File: src/rtl/atm_ledger_arbiter.sv
// atm_ledger_arbiter: round-robin arbiter that lets NUM_REQ ATM terminals
// share one single-port balance ledger. Each granted transaction runs a
// read-check-write sequence and reports on a shared response bus.
module atm_ledger_arbiter #(
  parameter int NUM_REQ      = 4,
  parameter int ID_W         = 4,
  parameter int DATA_W       = 32,
  parameter int NUM_ACCOUNTS = 6
) (
  input  logic                      clk,
  input  logic                      rst,
  input  logic [NUM_REQ-1:0]        req,
  input  logic [2*NUM_REQ-1:0]      req_op,
  input  logic [ID_W*NUM_REQ-1:0]   req_card,
  input  logic [DATA_W*NUM_REQ-1:0] req_amount,
  output logic [NUM_REQ-1:0]        grant,
  output logic [NUM_REQ-1:0]        done,
  output logic [1:0]                resp_err,
  output logic [DATA_W-1:0]         resp_balance,
  output logic                      busy,
  output logic                      mem_rd_en,
  output logic                      mem_wr_en,
  output logic [ID_W-1:0]           mem_addr,
  output logic [DATA_W-1:0]         mem_wdata,
  input  logic [DATA_W-1:0]         mem_rdata
);
  localparam int PTR_W = (NUM_REQ > 1) ? $clog2(NUM_REQ) : 1;

  localparam logic [2:0] S_IDLE = 3'd0;
  localparam logic [2:0] S_RD   = 3'd1;
  localparam logic [2:0] S_WAIT = 3'd2;
  localparam logic [2:0] S_EXEC = 3'd3;
  localparam logic [2:0] S_DONE = 3'd4;

  localparam logic [1:0] E_OK   = 2'b00;
  localparam logic [1:0] E_CARD = 2'b01;
  localparam logic [1:0] E_INS  = 2'b10;
  localparam logic [1:0] E_REQ  = 2'b11;

  logic [2:0]         state;
  logic [NUM_REQ-1:0] gnt;
  logic [PTR_W-1:0]   gidx, ptr;
  logic [1:0]         op_q;
  logic [ID_W-1:0]    card_q;
  logic [DATA_W-1:0]  amt_q, bal;
  logic [1:0]         res_err;
  logic [DATA_W-1:0]  res_bal;

  logic               pick_vld;
  logic [PTR_W-1:0]   pick;
  logic [1:0]         pick_op;
  logic [ID_W-1:0]    pick_card;
  logic [DATA_W-1:0]  pick_amt;
  logic               pick_card_ok;

  logic [DATA_W:0]    sum;
  logic [1:0]         ex_err;
  logic [DATA_W-1:0]  ex_bal, ex_wdata;
  logic               ex_wr;

  // Round-robin pick: scan downward so the lowest offset from ptr wins.
  always_comb begin
    pick_vld = 1'b0;
    pick     = '0;
    for (int i = NUM_REQ-1; i >= 0; i--) begin
      if (req[(int'(ptr) + i) % NUM_REQ]) begin
        pick_vld = 1'b1;
        pick     = PTR_W'((int'(ptr) + i) % NUM_REQ);
      end
    end
  end

  assign pick_op      = req_op[2*int'(pick) +: 2];
  assign pick_card    = req_card[ID_W*int'(pick) +: ID_W];
  assign pick_amt     = req_amount[DATA_W*int'(pick) +: DATA_W];
  assign pick_card_ok = (pick_card != '0) && (int'(pick_card) < NUM_ACCOUNTS);

  // Balance check on the captured ledger value; overflow seen in the carry bit.
  always_comb begin
    sum      = {1'b0, bal} + {1'b0, amt_q};
    ex_err   = E_OK;
    ex_bal   = bal;
    ex_wr    = 1'b0;
    ex_wdata = bal;
    case (op_q)
      2'b01: begin
        if (amt_q == '0 || sum[DATA_W]) ex_err = E_REQ;
        else begin
          ex_wr    = 1'b1;
          ex_wdata = sum[DATA_W-1:0];
          ex_bal   = sum[DATA_W-1:0];
        end
      end
      2'b10: begin
        if (amt_q == '0)      ex_err = E_REQ;
        else if (amt_q > bal) ex_err = E_INS;
        else begin
          ex_wr    = 1'b1;
          ex_wdata = bal - amt_q;
          ex_bal   = bal - amt_q;
        end
      end
      default: ;
    endcase
  end

  // Transaction sequencer: accept, read, wait for RAM, execute, report.
  always_ff @(posedge clk) begin
    if (!rst) begin
      state   <= S_IDLE;
      gnt     <= '0;
      gidx    <= '0;
      ptr     <= '0;
      op_q    <= '0;
      card_q  <= '0;
      amt_q   <= '0;
      bal     <= '0;
      res_err <= E_OK;
      res_bal <= '0;
    end else begin
      case (state)
        S_IDLE: if (pick_vld) begin
          gnt     <= NUM_REQ'(1) << pick;
          gidx    <= pick;
          op_q    <= pick_op;
          card_q  <= pick_card;
          amt_q   <= pick_amt;
          res_bal <= '0;
          res_err <= E_OK;
          if (!pick_card_ok)          begin res_err <= E_CARD; state <= S_DONE; end
          else if (pick_op == 2'b11)  begin res_err <= E_REQ;  state <= S_DONE; end
          else                        state <= S_RD;
        end
        S_RD:   state <= S_WAIT;
        S_WAIT: begin bal <= mem_rdata; state <= S_EXEC; end
        S_EXEC: begin res_err <= ex_err; res_bal <= ex_bal; state <= S_DONE; end
        S_DONE: begin
          gnt   <= '0;
          ptr   <= (gidx == PTR_W'(NUM_REQ-1)) ? '0 : gidx + 1'b1;
          state <= S_IDLE;
        end
        default: state <= S_IDLE;
      endcase
    end
  end

  // Write and done are also gated by rst so an aborting reset cycle
  // never commits a balance or reports completion.
  assign busy         = (state != S_IDLE);
  assign grant        = gnt;
  assign done         = (state == S_DONE && rst) ? gnt : '0;
  assign resp_err     = (state == S_DONE) ? res_err : E_OK;
  assign resp_balance = (state == S_DONE) ? res_bal : '0;
  assign mem_rd_en    = (state == S_RD);
  assign mem_wr_en    = (state == S_EXEC) && ex_wr && rst;
  assign mem_addr     = (mem_rd_en || mem_wr_en) ? card_q : '0;
  assign mem_wdata    = mem_wr_en ? ex_wdata : '0;
endmodule

File: config.mk
export PLATFORM = sky130hd
export DESIGN_NAME = atm_ledger_arbiter
export DESIGN_NICKNAME = d
export VERILOG_FILES = /design/src/rtl/atm_ledger_arbiter.sv
export SDC_FILE = /design/constraint.sdc
export NUM_CORES = 1
export LEC_CHECK = 0
export CORE_UTILIZATION = 40
export CTS_CLUSTER_DIAMETER = 120
export DETAILED_ROUTE_END_ITERATION = 10
export PLACE_DENSITY = 0.66
export RECOVER_POWER = 50
export SLEW_MARGIN = 20
export SYNTH_ARGS = -nofsm -noshare
export SYNTH_HDL_FRONTEND = slang
export SYNTH_SLANG_ARGS = --single-unit
File: constraint.sdc
create_clock -name clk -period 7.4 [get_ports clk]
set_input_delay 1.48 -clock clk [delete_from_list [all_inputs] [get_ports clk]]
set_output_delay 1.48 -clock clk [all_outputs]
set_load 0.005 [all_outputs]
==> results.md <==
- Final Net Count: around 1,900
- CP required: around 7.7 ns
- CTS root buffer: clkbuf_16
- First-pass GRT wire length: approximately 65 mm
- Buf+Inv Stages, Crit Path: 4
- Crit path launch type: primary input
- Number of synthesized flops with an enable pin: 0
- Most frequent cells in the layout: 244 x clkdlybuf4s50_1, 222 x nand2_1, 136 x a21oi_1, 131 x nor2_1, 115 x dfxtp_1
- RSZ-0062 raised after global routing: false
- Critical path fanouts, max: 84
- Avg Inst Size Synth: roughly 7.3 µm²
- Relative slew slack: -179%
- Top FF cell, synth: dfxtp_1
- Flop and latch count out of synthesis: 115
- Peak VDD IR: roughly 210 µV
- Largest stage delay on the critical path: 2.94 ns
- Fin crit share: between 80 and 90%
- Vias: ~12,000
- GRT overflow: 0
- Post-synthesis sequential area ratio: 22.1%
- Overall routed net length: 42.8 mm
- Crit Path Class: primary input to register
- Final worst setup slack: 0.974 ns
- Min Hold Slack: 0.451 ns
- Ys Warns: 0
- Post-CTS sizing: 0
- M1 WL: between 15 and 20 mm
- Met2 wire length: 19.8 mm
- Met3 WL post-DR: 2.98 mm
- Clock-pin slew on the worst setup and hold paths: 0.06 ns
- HPWL after DPL: between 30 and 40 mm
- Detail Route Antenna Nets: 0
- Failing checks: capacitance limit, slew limit
- Syn Nets: 1,688
- Endpoints failing hold: 0
- Mapped cell area: approximately 10,000 µm²
- Wire length per cell: approximately 22 µm
- Setup TNS: 0 ns
- Port bufs: 270
- Fin util: between 50% and 60%
- Synth area leaders: dfxtp_1 22%, nand2_1 8.1%, ha_1 8.1%
- Avg Vias per Cell: ~5.9
- Number of global-route vias before repair: between 10,000 and 15,000
- I/O pins: between 200 and 300
- Number of detailed-route iterations in the first pass: 6
- Critical path's slowest cell: clkbuf_1
- Critical R2R Capture: res_bal[11]
- Final min period: about 6.4 ns
- H-tree Lvls: 4
- Pwr Total: roughly 4.3 mW
- Die Y: around 160 µm
- Fmax: 0.156 GHz
- Num CTS Buffers: 17
- Commonest non-fill, non-tap cell in the layout: clkdlybuf4s50_1
- Clock Sinks: 115
- Worst path cell trace: dlygate4sd3_1, clkinv_1, clkbuf_1, nor2_2, buf_4, a221o_1
- Later-pin clock latency in the skew report: 0.43 ns
- DP Area: around 13,000 µm²
- Initial antenna violation count: 1
- # Post-CTS Setup Buffers: 0
- FP Rows: 58
- Worst Path Arrival: 6.74 ns
- R2r setup slk: between 2 and 3 ns
- PwrDens: 310 nW/µm²
- Post-Place Worst Slack: ~1.6 ns
- Overall Global Routing Usage: around a third
- GPL Wtd Cong: 0.988
- DIE AREA: 26,700 µm²
- # setup viols final: 0
- Final std cells w/o fill: about 2,000
- Die width: between 150 and 200 µm
- Starting Density: a little over 40%
- Worst Reg-to-Reg Cells: 12
- HP Start: res_bal[0]
- Top delay family on crit path: buffers and inverters
- Max cap viols: 2
- Share of layout cells above drive strength 1: under 10%
- Setup Skew: roughly 0.014 ns
- Tightest Hold Check Type: register to register
- R2r startpoint: amt_q[13]
- Cell taking the most area after synthesis: dfxtp_1
- Largest net degree at the start of global routing: 94
- Worst-case clock buffer depth: 2
- Synth cell types: 98
- Status: finished, violations left
- # DRC: 0
- P&R area growth vs syn: 31.8%
- Hold EP: res_bal[0]
- Pins Over Slew Limit: 130
- Worst hold stages: 2
- Syn Inst Count: 1,429
- Slew @ Worst Pin: between 4 and 5 ns
- CTS tree: yes
- Post-route design area: 13,700 µm²
- Core area: between 20,000 and 30,000 µm²
- Lkg Pwr: 5.42 nW
- Inst Count DP: between 1,500 and 2,000
- Fillers: about 2,500
- Top sig layer: met4
- Area share of the largest cell type after synthesis: between 20% and 30%
- DRT iter0 DRCs: 1,020
- Asr flop ratio synth: 0%
- CTS Hold Bufs: 0
- Worst setup EP type: register
[sequential cells by signal, indices dropped and copies added, names as in the netlist, 3 cells and up]
| name | cells |
|---|---|
| amt_q | 32 |
| bal | 32 |
| card_q | 4 |
| grant | 4 |
| res_bal | 32 |
| state | 3 |
[synthesized netlist by cell type, drive strengths merged, types with 9 or more instances]
master and count:
a311oi 36, a221o 13, a2111oi 15, nor2 135, nor3 22, inv 69
dfxtp 115, o221ai 10, nand2b 15, nor4 15, o21ai 59, o21bai 10
a211oi 39, a221oi 11, and3 44, o21a 9, buf 51, nor2b 13
nand3 18, o31ai 9, o22ai 17, a21oi 139, and2 45, clkbuf 60
ha 67, nand2 224, a21o 21, a22oi 26
[logic make-up (layout without fill, tap and decap cells)]
family                   Yosys count  in the layout  share of synthesized area [%]
AO/OA/AOI/OAI                    486            486                           34.6
XOR/XNOR                           5              5                          0.421
adder cells (fa/ha/maj)           69             69                           8.44
buffers and inverters            180            386                           7.76
flip-flops                       115            115                           22.1
multiplexers                      11             11                           1.09
other                              0              1                              0
AND/OR/NAND/NOR                  563            563                           25.6
[worst min-delay path: stages, from the launching register on]
cell and delay, ns:
dfxtp_1 0.32, nand2_1 0.04, o21ai_0 0.05
[layer usage]
metal / vias to the layer above / global-route usage (%)
li1: 5607 / -
met2: 492 / 52.3
met3: 65 / 4.11
met4: 0 / 9.22
met5: - / 0
met1: 5487 / 43.8
[layout make-up]
cell class | instances | area (µm²) | area share (%)
diodes | 1 | 2.50 | 0.0182
multi-input cells | 1134 | 7350 | 53.6
clock buffers | 18 | 439 | 3.20
clock inverters | 14 | 144 | 1.05
well taps | 330 | 413 | 3.01
repair buffers | 285 | 2810 | 20.5
flip-flops and latches | 115 | 2300 | 16.8
inverters | 69 | 259 | 1.89
[report_power, final]
group / internal [mW] / switching (mW)
registers: 0.746 / 0.212
logic: 0.829 / 1.62
clock network: 0.481 / 0.366
[worst max-delay path by stage]
stage | from | endpoint | slack [ns] | cells after the start
floorplan | bal[0] | mem_wdata[14] | 2.95 | 14
CTS | amt_q[1] | mem_wdata[24] | 1.15 | 12
global placement | amt_q[1] | mem_wdata[24] | 1.70 | 12
global route | rst | res_bal[11] | 0.67 | 6
detailed placement | amt_q[1] | mem_wdata[24] | 1.62 | 12
finish | rst | res_bal[11] | 0.97 | 6
(Power assumes the default switching activity.)
==> patch 1: new RTL, same settings <==
Change the parameter `DATA_W` from 32 to 16.
--- a/src/rtl/atm_ledger_arbiter.sv
+++ b/src/rtl/atm_ledger_arbiter.sv
@@ -4,7 +4,7 @@
 module atm_ledger_arbiter #(
   parameter int NUM_REQ      = 4,
   parameter int ID_W         = 4,
-  parameter int DATA_W       = 32,
+  parameter int DATA_W       = 16,
   parameter int NUM_ACCOUNTS = 6
 ) (
   input  logic                      clk,
Interface: changed (resized mem_rdata, mem_wdata, req_amount and resp_balance); port bits go from 271 to 159. No check against the original RTL was run, so the function may have changed too.
==> patch 1 against the original RTL <==
Largest power group unchanged; total power decreased by 47%; synthesized area down 45%; non-clock buffer count fell by 121; sequential cell count down 48; setup slack improved by 0.37 ns; the flow still finishes with violations (max-capacitance violations, max-slew violations); wire length decreased by 53%; via count down 46%; clock skew decreased by 0.0071 ns; cell area shrank 44%.
==> patch 1: results (changes against the original RTL) <==
| Metric | Value |
|---|---|
| Top Registers | `amt_q (16), bal (16), res_bal (16)` |
| Reg-to-Reg End | `res_bal[14]` |
| Lkg Pwr | `3.213 nW (-41%)` |
| Drt total wl | `19.98 mm (-53%)` |
| Htree depth | `3 (-1)` |
| Max Slew Vio Count | `60 (-54%)` |
| 1st-iter DRT viols | `421 (-59%)` |
| Max_cap viols | `1 (-1)` |
| Global-route wire length before repair | `31.38 mm (-52%)` |
| Most frequent cells after synthesis | `169 x nand2_1, 67 x dfxtp_1, 64 x nand3_1` |
| Worst VDD drop | `0.1230 mV (-43%)` |
| Failing checks | `max-capacitance violations, max-slew violations` |
| Via density | `5.608 (-5.4%)` |
| Fin cells | `1117 (-43%)` |
| Mapped Nets | `959 (-43%)` |
| Outcome | `complete, but fails checks` |
| Yosys cell types | `79 (-19%)` |
| CP Max Fanout | `59 (-30%)` |
| Vias in the first global route | `5971 (-46%)` |
| Hold WS | `0.4508 ns (+0.0002620 ns)` |
| Post-synthesis xor/xnor area fraction | `0.7614% (+0.34 points)` |
| Post-synthesis mux area share | `2.480% (+1.4 points)` |
| 1st-pass router iterations | `5 (-1)` |
| GR Util met2 | `43.86% (-8.5 points)` |
| R2R setup slack | `3.86 ns (+0.93 ns)` |
| Hold_sp | `res_bal[12]` |
## patch 1: area by class of cell
cell class,instances,area (sq um)
fillers,1372,6287
multi-input cells,651,4008
clock buffers,10,239.0
well taps,180,225.2
repair buffers,164,1623
clock inverters,6,62.56
flip-flops and latches,67,1341
inverters,39,148.9
## patch 1: power breakdown
| part | switching (mW) | internal [mW] | leakage (nW) | total [mW] |
|---|---|---|---|---|
| sequential | 0.109 | 0.438 | 0.546 | 0.547 |
| clock | 0.172 | 0.270 | 0.153 | 0.442 |
| combinational | 0.788 | 0.469 | 2.51 | 1.26 |
| total | 1.07 | 1.18 | 3.21 | 2.25 |
## patch 1: how the worst max path moves through the flow
stage | startpoint | endpoint | slack (ns) | depth (start not counted)
floorplan | bal[0] | mem_wdata[8] | 3.35 | 12
global route | rst | done[1] | 1.12 | 4
finish | rst | done[1] | 1.34 | 4
CTS | amt_q[0] | mem_addr[0] | 1.78 | 13
global placement | amt_q[1] | mem_addr[0] | 2.24 | 12
detailed placement | amt_q[1] | mem_addr[3] | 2.15 | 12
## patch 1: per-stage QoR
step           worst slack [ns]  area [sq um]
4_1_cts                   1.776          7651
3_3_place_gp              2.237          7350
3_5_place_dp              2.150          7350
6_report                  1.340          7647
2_1_floorplan             3.352          5752
5_1_grt                   1.121          7647
## patch 1: worst max-delay path, cell delays in order
cell and delay (ns):
dlygate4sd3_1 0.58, clkbuf_1 1.61, and3_1 0.36, clkdlybuf4s50_1 0.53
## patch 1: cell families (layout without fill, tap and decap cells)
kind of cell	after synthesis	after routing
xor gates and xnor gates	5	5
buffers and inverters	94	219
adders and majority gates	37	37
and+or+nand+nor	385	385
DFF	67	67
muxes	14	14
AOI/OAI and AO/OA	210	210
## patch 1: routing by layer
metal | up-vias | share of wire (%)
met1 | 2867 | 46
li1 | 3118 | -
met4 | 2 | 2.6
met3 | 38 | 5.7
met2 | 239 | 45
met5 | - | 0.060
==> patch 2: new RTL, same flow settings <==
Without the edit above. Put a register stage on the output `resp_err`, cleared by the reset. The value now appears one clock later. The other outputs are not delayed to match.
--- a/src/rtl/atm_ledger_arbiter.sv
+++ b/src/rtl/atm_ledger_arbiter.sv
@@ -149,7 +149,13 @@
   assign busy         = (state != S_IDLE);
   assign grant        = gnt;
   assign done         = (state == S_DONE && rst) ? gnt : '0;
-  assign resp_err     = (state == S_DONE) ? res_err : E_OK;
+  always_ff @(posedge clk) begin
+    if (!rst) begin
+      resp_err <= '0;
+    end else begin
+      resp_err <= (state == S_DONE) ? res_err : E_OK;
+    end
+  end
   assign resp_balance = (state == S_DONE) ? res_bal : '0;
   assign mem_rd_en    = (state == S_RD);
   assign mem_wr_en    = (state == S_EXEC) && ex_wr && rst;
Function: not settled (the Yosys comparison gave no result); the edit may change what the design does.
==> patch 2 against the original RTL <==
The run still ends with max-capacitance violations, max-slew violations left; sequential cell count increased by 2; die area fell by 1.6%; largest power group unchanged; wire length increased by 2.2%; cell area about the same; count of clock-buffer cells in the layout down 1; total power grew 2.3%; setup slack worse by 0.63 ns; synthesized area shrank 1.6%; fmax down 9.0%.
==> patch 2: results (changes against the original RTL) <==
| Metric | Value |
|---|---|
| Placer congestion estimate | `1.015 (+2.7%)` |
| CP Max Fanout | `20 (-76%)` |
| Worst Hold End | `res_bal[16]` |
| Global-route wire length before repair | `66.32 mm (+2.2%)` |
| Gr usage total | `33.05% (+1.0 points)` |
| 1st-iter DRT viols | `949 (-7.0%)` |
| Reg-to-Reg End | `res_bal[5]` |
| Worst Tran Pin Value | `4.744 ns (+0.5576 ns)` |
| Met3 Routed Length | `3.258 mm (+9.3%)` |
| Arrival time at the worst endpoint | `5.58 ns (-1.16 ns)` |
| Synth Area in Adders | `8.570% (+0.13 points)` |
| Most frequent cells after synthesis | `194 x nand2_1, 149 x a21oi_1, 124 x nor2_1` |
| Fin cells | `1973 (+0.36%)` |
| Mapped Nets | `1687 (-0.059%)` |
| Max_cap viols | `2 (unchanged)` |
| Failing checks | `max-capacitance violations, max-slew violations` |
| Vias | `11985 (+2.9%)` |
| Lkg Pwr | `5.362 nW (-0.99%)` |
| Routed length on met2 | `20.29 mm (+2.3%)` |
| Hold_sp | `res_bal[16]` |
| R2R setup slack | `2.27 ns (-0.66 ns)` |
| Placed cells | `1940 (+0.36%)` |
| Drt total wl | `43.70 mm (+2.2%)` |
| Post-synthesis mux area share | `2.246% (+1.2 points)` |
| GR Util met2 | `53.92% (+1.6 points)` |
| Largest cells by area after synthesis | `dfxtp_1 23%, ha_1 8.2%, a21oi_1 7.3%` |
| Post-synthesis xor/xnor area fraction | `1.538% (+1.1 points)` |
| Outcome | `complete, but fails checks` |
| Post-synthesis cell count | `1428 (-0.070%)` |
| Metal-1 WL | `18.93 mm (-0.22%)` |
| Max Slew Vio Count | `142 (+9.2%)` |
## patch 2: changes by cell type in the layout (fill, tap and decap cells not counted), sizes merged, moves of 7 or more
cell,delta
a221o,-11
a21oi,+10
buf,+8
o21a,+7
a21o,-11
xnor2,+13
nor2,-10
a22oi,-7
o21ai,-13
nand4,+10
nand2,-30
## patch 2: cells by family after synthesis
family | Yosys count
buf+inv | 183
flops | 117
mux | 22
fa+ha+maj | 69
compound gates | 484
simple gates | 535
xor+xnor | 18
## patch 2: cell type report
type                       instances  area (sq um)
timing repair buffer             294          2895
tap                              330         412.9
fill                            2517         11450
sequential                       117          2342
clock buffer                      17         425.4
multi-input combinational       1128          7217
clock inverter                    15         168.9
inverter                          72         270.3
## patch 2: tightest hold or removal path: cells and delay by family (launching register included)
family	cells	cell delay (ns)
flip-flops	1	0.31
AND/OR/NAND/NOR	1	0.07
AO/OA/AOI/OAI	1	0.05
